### config.mk
export PLATFORM = sky130hd
export DESIGN_NAME = des_cbc_ctrl_flat
export DESIGN_NICKNAME = d
export VERILOG_FILES = /design/src/rtl/des_pkg.sv /design/src/rtl/des_cbc_ctrl_if.sv /design/src/rtl/des_cbc_ctrl.sv /design/src/flat_wrapper.sv
export SDC_FILE = /design/constraint.sdc
export NUM_CORES = 1
export LEC_CHECK = 0
export ABC_AREA = 0
export BUFFER_PORTS_ARGS = -buffer_cell sky130_fd_sc_hd__buf_2
export CORE_AREA = 8 8 174 176
export DETAILED_ROUTE_END_ITERATION = 6
export DIE_AREA = 0 0 182 184
export GPL_ROUTABILITY_DRIVEN = 0
export SYNTH_ARGS = -nofsm -noshare
export SYNTH_HDL_FRONTEND = slang
export SYNTH_SLANG_ARGS = --single-unit
export TNS_END_PERCENT = 10
### constraint.sdc
create_clock -name i_Clk -period 1.76 [get_ports i_Clk]
set_input_delay 0.176 -clock i_Clk [delete_from_list [all_inputs] [get_ports i_Clk]]
set_output_delay 0.176 -clock i_Clk [all_outputs]
set_load 0.05 [all_outputs]
### src/rtl/des_pkg.sv
// des_pkg
// Shared definitions for the DES CBC front end and the DES core.
//   DES_BLK_W / DES_KEY_W : block and key widths (both 64)
//   state_t               : controller states UNINIT, READY, START, WAIT, OUT
//   cbc_text / cbc_result : chaining applied before and after the core
// Configuration macro used by the controller: DES_CBC_EN (CBC when defined,
// ECB only when undefined).
package des_pkg;

   localparam int DES_BLK_W = 64;
   localparam int DES_KEY_W = 64;

   typedef enum logic [2:0] {
      UNINIT = 3'd0,
      READY  = 3'd1,
      START  = 3'd2,
      WAIT   = 3'd3,
      OUT    = 3'd4
   } state_t;

   // Encryption folds the chaining value into the plaintext before the core.
   // Decryption hands the ciphertext to the core untouched.
   function automatic logic [DES_BLK_W-1:0] cbc_text(input logic [DES_BLK_W-1:0] blk,
                                                     input logic [DES_BLK_W-1:0] chain,
                                                     input logic               dec);
      return dec ? blk : (blk ^ chain);
   endfunction

   // Decryption removes the chaining value from the core result afterwards.
   function automatic logic [DES_BLK_W-1:0] cbc_result(input logic [DES_BLK_W-1:0] core,
                                                       input logic [DES_BLK_W-1:0] chain,
                                                       input logic               dec);
      return dec ? (core ^ chain) : core;
   endfunction

endpackage

### src/rtl/des_cbc_ctrl_if.sv
// des_cbc_ctrl_if
// Groups the stream handshakes and the DES core link of des_cbc_ctrl.
//   init    : i_fInit, i_fDec, i_Key, i_IV
//   input   : i_fValid, i_Block, o_fReady
//   output  : o_fValid, o_Block, i_fReady
//   core    : o_fStart, o_fDec, o_Key, o_Text, i_fDone, i_Text
// Signal names keep the controller's point of view (i_ = into controller).
//   slave  : the controller itself
//   master : the environment (upstream, downstream and core)
// i_IV is only consumed when DES_CBC_EN is defined.
interface des_cbc_ctrl_if;
   import des_pkg::*;

   logic                 i_fInit;
   logic                 i_fDec;
   logic [DES_KEY_W-1:0] i_Key;
   logic [DES_BLK_W-1:0] i_IV;
   logic                 i_fValid;
   logic [DES_BLK_W-1:0] i_Block;
   logic                 o_fReady;
   logic                 o_fValid;
   logic [DES_BLK_W-1:0] o_Block;
   logic                 i_fReady;
   logic                 o_fStart;
   logic                 o_fDec;
   logic [DES_KEY_W-1:0] o_Key;
   logic [DES_BLK_W-1:0] o_Text;
   logic                 i_fDone;
   logic [DES_BLK_W-1:0] i_Text;

   modport slave (
      input  i_fInit, i_fDec, i_Key, i_IV,
      input  i_fValid, i_Block,
      output o_fReady,
      output o_fValid, o_Block,
      input  i_fReady,
      output o_fStart, o_fDec, o_Key, o_Text,
      input  i_fDone, i_Text
   );

   modport master (
      output i_fInit, i_fDec, i_Key, i_IV,
      output i_fValid, i_Block,
      input  o_fReady,
      input  o_fValid, o_Block,
      output i_fReady,
      input  o_fStart, o_fDec, o_Key, o_Text,
      output i_fDone, i_Text
   );

endinterface

### src/rtl/des_cbc_ctrl.sv
// des_cbc_ctrl
// Block-chaining front end for the iterative DES core. Takes one 64-bit block
// at a time from a valid/ready stream, applies CBC chaining, starts the core,
// captures its single-cycle done result and holds it on a backpressured
// output stream. Key, IV/chain and mode live here so the core stays a pure
// single-block engine.
// Ports:
//   i_Clk  : clock, rising edge
//   i_Rst  : asynchronous active-low reset (shared with the DES core)
//   ctrl   : des_cbc_ctrl_if.slave (init, in/out streams, core link)
// Configuration:
//   DES_CBC_EN defined   : CBC chaining (chain and save registers built)
//   DES_CBC_EN undefined : ECB only, i_IV unused, blocks pass to/from the
//                          core unchanged; i_fInit still loads key and mode
module des_cbc_ctrl
   import des_pkg::*;
(
   input  logic          i_Clk,
   input  logic          i_Rst,
   des_cbc_ctrl_if.slave ctrl
);

   state_t               state;
   logic [DES_KEY_W-1:0] key_reg;
   logic                 mode_reg;
   logic [DES_BLK_W-1:0] text_reg;
   logic [DES_BLK_W-1:0] out_reg;
   logic                 start_reg;
   logic                 valid_reg;

`ifdef DES_CBC_EN
   // chain_reg holds the previous ciphertext (or the IV); save_reg keeps the
   // incoming ciphertext during decryption so it can become the next chain.
   logic [DES_BLK_W-1:0] chain_reg;
   logic [DES_BLK_W-1:0] save_reg;
`else
   logic unused_iv;
   assign unused_iv = ^ctrl.i_IV;
`endif

   // Init takes priority over a block offered in the same cycle, so the
   // ready output drops whenever i_fInit is high.
   assign ctrl.o_fReady = (state == READY) && !ctrl.i_fInit;

   assign ctrl.o_fValid = valid_reg;
   assign ctrl.o_Block  = out_reg;
   assign ctrl.o_fStart = start_reg;
   assign ctrl.o_fDec   = mode_reg;
   assign ctrl.o_Key    = key_reg;
   assign ctrl.o_Text   = text_reg;

   // Single-block sequencer: UNINIT waits for the first key load, READY
   // accepts a block, START pulses the core for one cycle, WAIT catches the
   // done pulse, OUT holds the result until the downstream takes it.
   always_ff @(posedge i_Clk or negedge i_Rst) begin
      if (!i_Rst) begin
         state     <= UNINIT;
         key_reg   <= '0;
         mode_reg  <= 1'b0;
         text_reg  <= '0;
         out_reg   <= '0;
         start_reg <= 1'b0;
         valid_reg <= 1'b0;
`ifdef DES_CBC_EN
         chain_reg <= '0;
         save_reg  <= '0;
`endif
      end else begin
         case (state)
            UNINIT: begin
               if (ctrl.i_fInit) begin
                  key_reg  <= ctrl.i_Key;
                  mode_reg <= ctrl.i_fDec;
`ifdef DES_CBC_EN
                  chain_reg <= ctrl.i_IV;
`endif
                  state    <= READY;
               end
            end

            READY: begin
               if (ctrl.i_fInit) begin
                  key_reg  <= ctrl.i_Key;
                  mode_reg <= ctrl.i_fDec;
`ifdef DES_CBC_EN
                  chain_reg <= ctrl.i_IV;
`endif
               end else if (ctrl.i_fValid) begin
`ifdef DES_CBC_EN
                  text_reg <= cbc_text(ctrl.i_Block, chain_reg, mode_reg);
                  save_reg <= ctrl.i_Block;
`else
                  text_reg <= ctrl.i_Block;
`endif
                  start_reg <= 1'b1;
                  state     <= START;
               end
            end

            START: begin
               start_reg <= 1'b0;
               state     <= WAIT;
            end

            WAIT: begin
               if (ctrl.i_fDone) begin
`ifdef DES_CBC_EN
                  out_reg   <= cbc_result(ctrl.i_Text, chain_reg, mode_reg);
                  chain_reg <= mode_reg ? save_reg : ctrl.i_Text;
`else
                  out_reg   <= ctrl.i_Text;
`endif
                  valid_reg <= 1'b1;
                  state     <= OUT;
               end
            end

            OUT: begin
               if (ctrl.i_fReady) begin
                  valid_reg <= 1'b0;
                  state     <= READY;
               end
            end

            default: begin
               start_reg <= 1'b0;
               valid_reg <= 1'b0;
               state     <= UNINIT;
            end
         endcase
      end
   end

endmodule

### src/flat_wrapper.sv
// flat-port wrapper written by rule: the top's interface ports become plain ports
module des_cbc_ctrl_flat import des_pkg::*;
  (i_Clk, i_Rst, ctrl_i_fInit, ctrl_i_fDec, ctrl_i_Key, ctrl_i_IV, ctrl_i_fValid, ctrl_i_Block, ctrl_o_fReady, ctrl_o_fValid, ctrl_o_Block, ctrl_i_fReady, ctrl_o_fStart, ctrl_o_fDec, ctrl_o_Key, ctrl_o_Text, ctrl_i_fDone, ctrl_i_Text);
  des_cbc_ctrl_if ctrl_i ();
  input  logic i_Clk;
  input  logic i_Rst;
  input wire logic [$bits(ctrl_i.i_fInit)-1:0] ctrl_i_fInit;
  input wire logic [$bits(ctrl_i.i_fDec)-1:0] ctrl_i_fDec;
  input wire logic [$bits(ctrl_i.i_Key)-1:0] ctrl_i_Key;
  input wire logic [$bits(ctrl_i.i_IV)-1:0] ctrl_i_IV;
  input wire logic [$bits(ctrl_i.i_fValid)-1:0] ctrl_i_fValid;
  input wire logic [$bits(ctrl_i.i_Block)-1:0] ctrl_i_Block;
  output wire logic [$bits(ctrl_i.o_fReady)-1:0] ctrl_o_fReady;
  output wire logic [$bits(ctrl_i.o_fValid)-1:0] ctrl_o_fValid;
  output wire logic [$bits(ctrl_i.o_Block)-1:0] ctrl_o_Block;
  input wire logic [$bits(ctrl_i.i_fReady)-1:0] ctrl_i_fReady;
  output wire logic [$bits(ctrl_i.o_fStart)-1:0] ctrl_o_fStart;
  output wire logic [$bits(ctrl_i.o_fDec)-1:0] ctrl_o_fDec;
  output wire logic [$bits(ctrl_i.o_Key)-1:0] ctrl_o_Key;
  output wire logic [$bits(ctrl_i.o_Text)-1:0] ctrl_o_Text;
  input wire logic [$bits(ctrl_i.i_fDone)-1:0] ctrl_i_fDone;
  input wire logic [$bits(ctrl_i.i_Text)-1:0] ctrl_i_Text;
  assign ctrl_i.i_fInit = ctrl_i_fInit;
  assign ctrl_i.i_fDec = ctrl_i_fDec;
  assign ctrl_i.i_Key = ctrl_i_Key;
  assign ctrl_i.i_IV = ctrl_i_IV;
  assign ctrl_i.i_fValid = ctrl_i_fValid;
  assign ctrl_i.i_Block = ctrl_i_Block;
  assign ctrl_o_fReady = ctrl_i.o_fReady;
  assign ctrl_o_fValid = ctrl_i.o_fValid;
  assign ctrl_o_Block = ctrl_i.o_Block;
  assign ctrl_i.i_fReady = ctrl_i_fReady;
  assign ctrl_o_fStart = ctrl_i.o_fStart;
  assign ctrl_o_fDec = ctrl_i.o_fDec;
  assign ctrl_o_Key = ctrl_i.o_Key;
  assign ctrl_o_Text = ctrl_i.o_Text;
  assign ctrl_i.i_fDone = ctrl_i_fDone;
  assign ctrl_i.i_Text = ctrl_i_Text;
  des_cbc_ctrl u_core (.i_Clk(i_Clk), .i_Rst(i_Rst), .ctrl(ctrl_i));
endmodule
# Word-level counts from Yosys, hierarchy flattened

Index checks and enable logic that the tools add are counted.

Flip-flop bits (word level): 198
Logic and storage cells: 43
Output and inout port bits: 196
Input port bits: 263

Reductions and logical operators: 12
Equality and inequality tests: 9
Bitwise gates (word level): 3
Muxes and demuxes: 12

Operators by type and width:

| kind                                          | number |
|---|---|
| two-way mux 3 bit                             | 5 |
| case mux 3 bit (5 select lines)               | 1 |
| inequality test 2 bit, second input constant  | 5 |
| AND reduction 3 bit                           | 3 |
| == test 3 x 2 -> 1 bit, second input constant | 2 |
| OR reduction 3 bit                            | 2 |
| AND reduction 5 bit                           | 1 |
| two-way mux 1 bit                             | 4 |
| AND reduction 2 bit                           | 2 |
| == test 3 x 1 -> 1 bit, second input constant | 1 |
| == test 3 bit, second input constant          | 1 |
| logical NOT 3 bit                             | 1 |
| NOT 1 bit                                     | 3 |
| case mux 1 bit (3 select lines)               | 1 |
| case mux 1 bit (2 select lines)               | 1 |
| OR reduction 2 bit                            | 1 |
| logical AND 1 bit                             | 1 |
| logical NOT 1 bit                             | 1 |

# Depth between registers and ports, before layout

Gate-level depths: netlist of the first run.

Word-level depth: 4
Depth in mapped cells: 6

# Worst setup path before layout of the first run

OpenSTA, ideal clock, no wires.

Kind: reg-to-reg
Start: reg u_core.state[0]
End: reg u_core.text_reg[10], in the netlist u_core.ctrl.o_Text[10]
Period minus slack after synthesis: 1.978 ns
Setup slack: -0.218 ns
Cell stages (with the launch flop): 7
Buffers on the path: 2
Setup time: 0.125 ns
Arrival: 1.853 ns
Required time: 1.635 ns
Cells stage by stage: dfrtp_1 buf_4 nor2b_4 nor3b_4 nand2_4 buf_6 mux2_4

Cells in the longest elaborated chain, start to end: 2

RTL lines:

| what                          | RTL line           | text |
|---|---|---|
| start: declaration            | des_cbc_ctrl.sv:23 | `state_t state;` |
| start signal: assignment      | des_cbc_ctrl.sv:57 | `state <= UNINIT;` |
| start signal: assignment      | des_cbc_ctrl.sv:77 | `state <= READY;` |
| start signal: assignment      | des_cbc_ctrl.sv:96 | `state <= START;` |
| == test 3 x 1 -> 1 bit        | des_cbc_ctrl.sv:69 | `case (state)` |
| AND reduction 3 bit (no line) | -                  |  |
| end signal: assignment        | des_cbc_ctrl.sv:93 | `text_reg <= ctrl.i_Block;` |
| end: declaration              | des_cbc_ctrl.sv:26 | `logic [DES_BLK_W-1:0] text_reg;` |

Every way passes these cells.
A chain may end at the register's enable or synchronous reset.

# Worst setup path in the final report of the first run

Start: reg u_core.state[2]
End: reg u_core.text_reg[37], in the netlist u_core.ctrl.o_Text[37]

The elaborated chain is that of the path after synthesis.

==> results of run 1 <==
[worst max-delay path: cells and delay by family (launching register included)]
family / cells / cell delay (ps)
buffers and inverters: 1 / 250
and+or+nand+nor: 3 / 530
DFF: 1 / 430
muxes: 1 / 330
[how the worst max path moves through the flow]
| stage | slack (ps) | cells past startpoint | start | end |
|---|---|---|---|---|
| 6_report | 90 | 5 | u_core.state[2]$_DFFE_PN0P_ | u_core.ctrl.o_Text[37]$_DFFE_PN0P_ |
| 4_1_cts | 20 | 3 | u_core.state[2]$_DFFE_PN0P_ | ctrl_o_fReady |
| 3_3_place_gp | 100 | 5 | u_core.state[2]$_DFFE_PN0P_ | u_core.ctrl.o_Text[51]$_DFFE_PN0P_ |
| 2_1_floorplan | -220 | 6 | u_core.state[0]$_DFFE_PN0P_ | u_core.ctrl.o_Text[10]$_DFFE_PN0P_ |
| 5_1_grt | 20 | 3 | u_core.state[2]$_DFFE_PN0P_ | ctrl_o_fReady |
| 3_5_place_dp | 60 | 5 | u_core.state[2]$_DFFE_PN0P_ | u_core.ctrl.o_Text[43]$_DFFE_PN0P_ |
[registers in the layout (all words and copies together) (netlist names)]
name and flops:
u_core.state 3, u_core.ctrl.o_fDec 1, u_core.ctrl.o_Block 64, u_core.ctrl.o_Key 64, u_core.ctrl.o_fValid 1, u_core.ctrl.o_Text 64, u_core.ctrl.o_fStart 1
[cells in the mapped netlist]
cell type,count,share of area [%]
a31oi_1,1,0.082
buf_2,15,0.98
o21ai_0,3,0.20
nor2b_1,2,0.16
a21oi_1,3,0.20
buf_4,1,0.098
mux2_2,134,20
dfrtp_1,198,65
nand2_4,1,0.15
nand2_1,4,0.20
a22oi_1,1,0.098
nand3_1,1,0.065
mux2_4,60,12
nand2b_1,2,0.16
nor3b_4,1,0.24
o211ai_1,1,0.098
nor2b_4,1,0.18
nor2_1,1,0.049
a311oi_1,1,0.11
buf_6,6,0.88
nor3_1,1,0.065
[kinds of logic (layout without fill, tap and decap cells)]
group / Yosys count / after routing
AND/OR/NAND/NOR: 14 / 14
other: 0 / 3
flip-flops: 198 / 198
AO/OA/AOI/OAI: 10 / 10
multiplexers: 194 / 194
buffers and inverters: 22 / 653
[layout by cell type, fill, tap and decap left out, drive strengths merged, types with 2 or more instances in the layout]
| master | synthesis | layout |
|---|---|---|
| buf | 22 | 426 |
| dfrtp | 198 | 198 |
| dlygate4sd3 | 0 | 195 |
| mux2 | 194 | 194 |
| clkbuf | 0 | 21 |
| nand2 | 5 | 5 |
| bufinv | 0 | 4 |
| diode | 0 | 3 |
| a21oi | 3 | 3 |
| o21ai | 3 | 3 |
| clkinvlp | 0 | 3 |
| nor2b | 3 | 3 |
| clkinv | 0 | 3 |
| nand2b | 2 | 2 |
[metal layers]
metal  up-vias  share of wire, %  global-route usage [%]
met5         -                 0                       0
met4         0               2.4                   6.461
met3        32               6.3                   4.486
met2       222                54                   27.16
met1      2983                38                   15.83
li1       2787                 -                       -
[per-stage QoR]
stage	hold slack, ps	area, µm²
2_1_floorplan	-119.6	7672
3_3_place_gp	236.9	10310
3_5_place_dp	240.3	10310
4_1_cts	11.73	12910
5_1_grt	36.58	12950
6_report	37.97	12950
[where the power goes]
part | switching [W] | internal, W
clock network | 0.00178 | 0.00246
logic | 0.0111 | 0.00498
registers | 0.00123 | 0.00688
[layout make-up]
class | count | area, µm² | area share [%]
multi-input combinational | 218 | 2587 | 19.98
clock inverter | 11 | 173.9 | 1.343
clock buffer | 20 | 456.7 | 3.526
tap | 346 | 432.9 | 3.343
antenna | 3 | 7.507 | 0.05797
sequential | 198 | 4956 | 38.27
timing repair buffer | 622 | 4337 | 33.48
[repair_timing]
item	CTS	global route
gates resized for setup	3	1
endpoints found under the hold margin	245	0
hold buffers	195	0
endpoints found under the setup margin	1	40
setup buffers	2	3
pin swaps	0	0
==> qor.yml, run 1 <==
outcome: "finished clean"
required_ps: 2070
cts_tree: "yes"
grt_start_max_net_pins: 61
grt_usage_pct: 14.93
synthCells: 438
wl_per_cell_um: 17.88
postRouteAntennaNets: 0
slew_headroom_pct: 59.95
grt_overflow: 0
final_max_slew_viol_count: 0
min_period_ps: 1670
initial_core_util_pct: 27.92
drtIter0Drc: 159
rr_endpoint: "u_core.ctrl.o_Text[37]$_DFFE_PN0P_"
area_growth_pct: 68.80
fillers: 2407
ir_drop_v: 0.001395
rsz0062_at_grt: "false"
reg2reg_depth: 5
drive_above_1_share_pct: 61.55
hold_end: "u_core.state[2]$_DFFE_PN0P_"
hold_viol_final: 0
p_per_area_nw_per_um2: 2199
core_um2: 27480
crit_chain: "nor2b_4 > nor3b_4 > nand2_4 > buf_4 > mux2_4"
path_class: "flip-flop to flip-flop"
cts.path.max_buffers: 2
placed_cells: 1184
grt_pass1_wl_um: 39320
clock-skew-final_ps: 11.64
final_util_pct: 47.14
hold_depth: 4
drt_wl_total_um: 25360
p_leak_nw: 6.429
worst_hold_startpoint: "ctrl_i_fReady"
first_pass_iters: 4
fin_nets: 1320
io_buffers: 394
cp_slowest_cell: "dfrtp_2"
yosysUniqueCellTypes: 21
dr_total_vias: 6024
num_io_pins: 459
timing.rr.start: "u_core.state[2]$_DFFE_PN0P_"
pre_cts_ws_ps: 62.84
clock_latency_ps: 430
syn_nets: 701
stdcell_count: 1418
muxShareOfSynthArea_pct: 31.41
dp_hpwl_um: 17530
endpoint_kind: "flip-flop"
ctsHtreeMaxLevel: 4
fmax_mhz: 598.8
power_w: 0.02848
crit_fanout: 15
crit_arrival_ps: 1980
max_slew.worst_pin.slew_ps: 600.7
synth-compound-area-share_pct: 0.7828
remaining_drc_errors: 0
synthAdderAreaFrac_pct: 0
synth.ff_latch_count: 198
start_kind: "flip-flop"
antenna_found_initial: 3
finalCritPeriodShare_pct: 94.88
routed_via_density: 4.248
ys_seq_area_share_pct: 64.58
numCtsBuffers: 17
max_cap_viol_count: 0
row_count: 61
setup_violations: 0
grt_pass1_vias: 6977
die_h_um: 184
critPathMaxStageDelay_ps: 430
root_buffer: "clkbuf_16"
avgSynthCellArea_um2: 17.52
die_w_um: 182
fin_ws_ps: 90.12
hold_class: "input port to flip-flop"
clk_pin_slew_worst_paths_ps: 70
final.setup.tns_ps: 0
synthXorXnorAreaFrac_pct: 0
syn_area_um2: 7672
rrSetupSlack_ps: 90
dieArea_um2: 33490
yosys_warnings: 0
synth_top_family_by_area: "multiplexers"
cts_sinks: 198
yosys.area_share.simple_pct: 1.272
No activity file was read; power rests on OpenSTA's default activity.
==> run 2, diff against run 1 <==
BUFFER_PORTS_ARGS = -buffer_cell sky130_fd_sc_hd__buf_4   (was -buffer_cell sky130_fd_sc_hd__buf_2)
==> qor.yml, run 2 (synthesis results as in run 1) <==
multiInputGateArea_um2: 2580  # -0.29%
die_h_um: 184  # unchanged
grt_pass1_vias: 6828  # -2.1%
top_layer: "met4"
critPathLaunch: "u_core.state[2]$_DFFE_PN0P_"
p_int_w: 0.01511  # +5.5%
fmax_mhz: 587.6  # -1.9%
layout_commonest_cell: "buf_4"
setup_violations: 0  # unchanged
fillers: 2353  # -2.2%
fin_hold_ws_ps: 31.75  # -6.218 ps
dieArea_um2: 33490  # unchanged
start_kind: "flip-flop"
grt_pass1_wl_um: 39470  # +0.39%
endpoint: "ctrl_o_fReady"
hold_class: "input port to flip-flop"
crit_arrival_ps: 1530  # -450 ps
p_comb_share_pct: 59.4  # +2.8 points
p_per_area_nw_per_um2: 2144  # -2.5%
met3_length_um: 1689  # +5.4%
grt_start_max_net_pins: 66  # +8.2%
drt_wl_total_um: 25580  # +0.90%
dr_total_vias: 5954  # -1.2%
clock_latency_ps: 430  # about the same
drtIter0Drc: 258  # +62%
cts_tree: "yes"
numCtsBuffers: 17  # unchanged
final.setup.tns_ps: 0  # unchanged
power_w: 0.02943  # +3.4%
p_leak_nw: 6.660  # +3.6%
clock-skew-final_ps: 14.17  # +2.529 ps
slew_headroom_pct: 66.59  # +6.6 points
first_pass_iters: 4  # unchanged
ctsHtreeMaxLevel: 4  # unchanged
initial_core_util_pct: 27.92  # unchanged
cts.path.max_buffers: 2  # unchanged
remaining_drc_errors: 0  # unchanged
clk_pin_slew_worst_paths_ps: 70  # about the same
outcome: "finished clean"
ir_drop_v: 0.001326  # -5.0%
wl_per_cell_um: 18.16  # +1.5%
max_cap_viol_count: 0  # unchanged
met1Wirelength_um: 10090  # +5.4%
grt_usage_pct: 15.00  # +0.070 points
antenna_found_initial: 3  # unchanged
drive_above_1_share_pct: 61.00  # -0.55 points
root_buffer: "clkbuf_16"
area_growth_pct: 78.91
routed_via_density: 4.226  # -0.53%
p_clk_share_pct: 12.7  # -2.2 points
finalCritPeriodShare_pct: 96.69  # +1.8 points
required_ps: 1580  # -490 ps
rsz0062_at_grt: "false"
io_buffers: 394  # unchanged
endpoint_kind: "output port"
min_period_ps: 1702  # +31.88 ps
dp_hpwl_um: 17980  # +2.6%
cts_sinks: 198  # unchanged
postRouteAntennaNets: 0  # unchanged
final_util_pct: 49.96  # +2.8 points
reg2reg_depth: 5  # unchanged
path_class: "flip-flop to output port"
layout_common_cells: "buf_4 (407), dfrtp_1 (198), dlygate4sd3_1 (195)"
wl_met2_um: 13230  # -2.5%
crit_fanout: 4  # -11
rrSetupSlack_ps: 60  # -30 ps
hold_viol_final: 0  # unchanged
regArea_um2: 4955  # about the same
rr_endpoint: "u_core.ctrl.o_Text[53]$_DFFE_PN0P_"
max_slew.worst_pin.slew_ps: 501.1  # -99.57 ps
timing.rr.start: "u_core.state[2]$_DFFE_PN0P_"
core_um2: 27480  # unchanged
final_max_slew_viol_count: 0  # unchanged
grt_overflow: 0  # unchanged
row_count: 61  # unchanged
die_w_um: 182  # unchanged
seqPwrFrac_pct: 27.8  # -0.7 points
num_io_pins: 459  # unchanged
fin_nets: 1310  # -0.76%
power.switching_w: 0.01433  # +1.2%
p_sw_share_pct: 48.68  # -1.0 points
[run 2: cell count changes in the layout (fill, tap and decap cells not counted), moves of 2 or more]
| cell | delta |
|---|---|
| buf_2 | -392 |
| buf_4 | +386 |
| clkinv_4 | +5 |
| buf_12 | -4 |
| bufinv_16 | -4 |
| inv_8 | +4 |
| clkinvlp_4 | -2 |
[run 2: area by class of cell]
type | instances | area share, %
Clock inverter | 12 | 0.8295
Clock buffer | 19 | 3.227
Antenna cell | 4 | 0.07292
Timing Repair Buffer | 612 | 37.83
Multi-Input combinational cell | 218 | 18.79
Tap cell | 346 | 3.154
Sequential cell | 198 | 36.10
[run 2: worst min-delay path by stage]
stage / slack (ps) / endpoint / cells past startpoint / start
2_1_floorplan: -120 / u_core.ctrl.o_Block[0]$_DFFE_PN0P_ / 0 / i_Rst
3_3_place_gp: 190 / u_core.ctrl.o_Text[10]$_DFFE_PN0P_ / 1 / i_Rst
3_5_place_dp: 190 / u_core.ctrl.o_Text[10]$_DFFE_PN0P_ / 1 / i_Rst
4_1_cts: 6 / u_core.state[2]$_DFFE_PN0P_ / 4 / ctrl_i_fReady
5_1_grt: 40 / u_core.state[2]$_DFFE_PN0P_ / 4 / ctrl_i_fReady
6_report: 30 / u_core.state[2]$_DFFE_PN0P_ / 4 / ctrl_i_fReady
[run 2: timing repair]
item                                    4_1_cts  5_1_grt
buffers inserted                              0        0
gates resized for setup                       1        0
endpoints found under the setup margin        1        0
hold buffers                                195        0
hold endpoints to repair                    242        0
[run 2: critical path, stage by stage (launching register included)]
cell	delay, ps
dfrtp_1	420
nor2b_4	170
nor3b_4	300
buf_6	210
[run 2: metrics by stage]
step / instance area (µm²) / std cells / setup slack (ps)
2_1_floorplan: 7672 / 438 / -218.0
3_3_place_gp: 11200 / 1179 / 140.0
3_5_place_dp: 11200 / 1179 / 97.29
4_1_cts: 13720 / 1405 / 28.42
5_1_grt: 13720 / 1408 / 0.6467
6_report: 13730 / 1409 / 58.24
[run 2: power groups by stage]
stage,registers (W),clock network [W],logic [W]
after detailed placement,0.00820,0,0.0172
after global placement,0.00810,0,0.0171
after floorplan,0.0162,0,0.00360
final,0.00819,0.00375,0.0175
after global routing,0.00848,0.00406,0.0181
after CTS,0.00815,0.00390,0.0176
[run 2: layer usage]
metal	GRT usage [%]	vias to the layer above
li1	-	2774
met1	16.99	2924
met2	25.99	222
met3	4.664	34
met4	6.166	0
met5	0	-
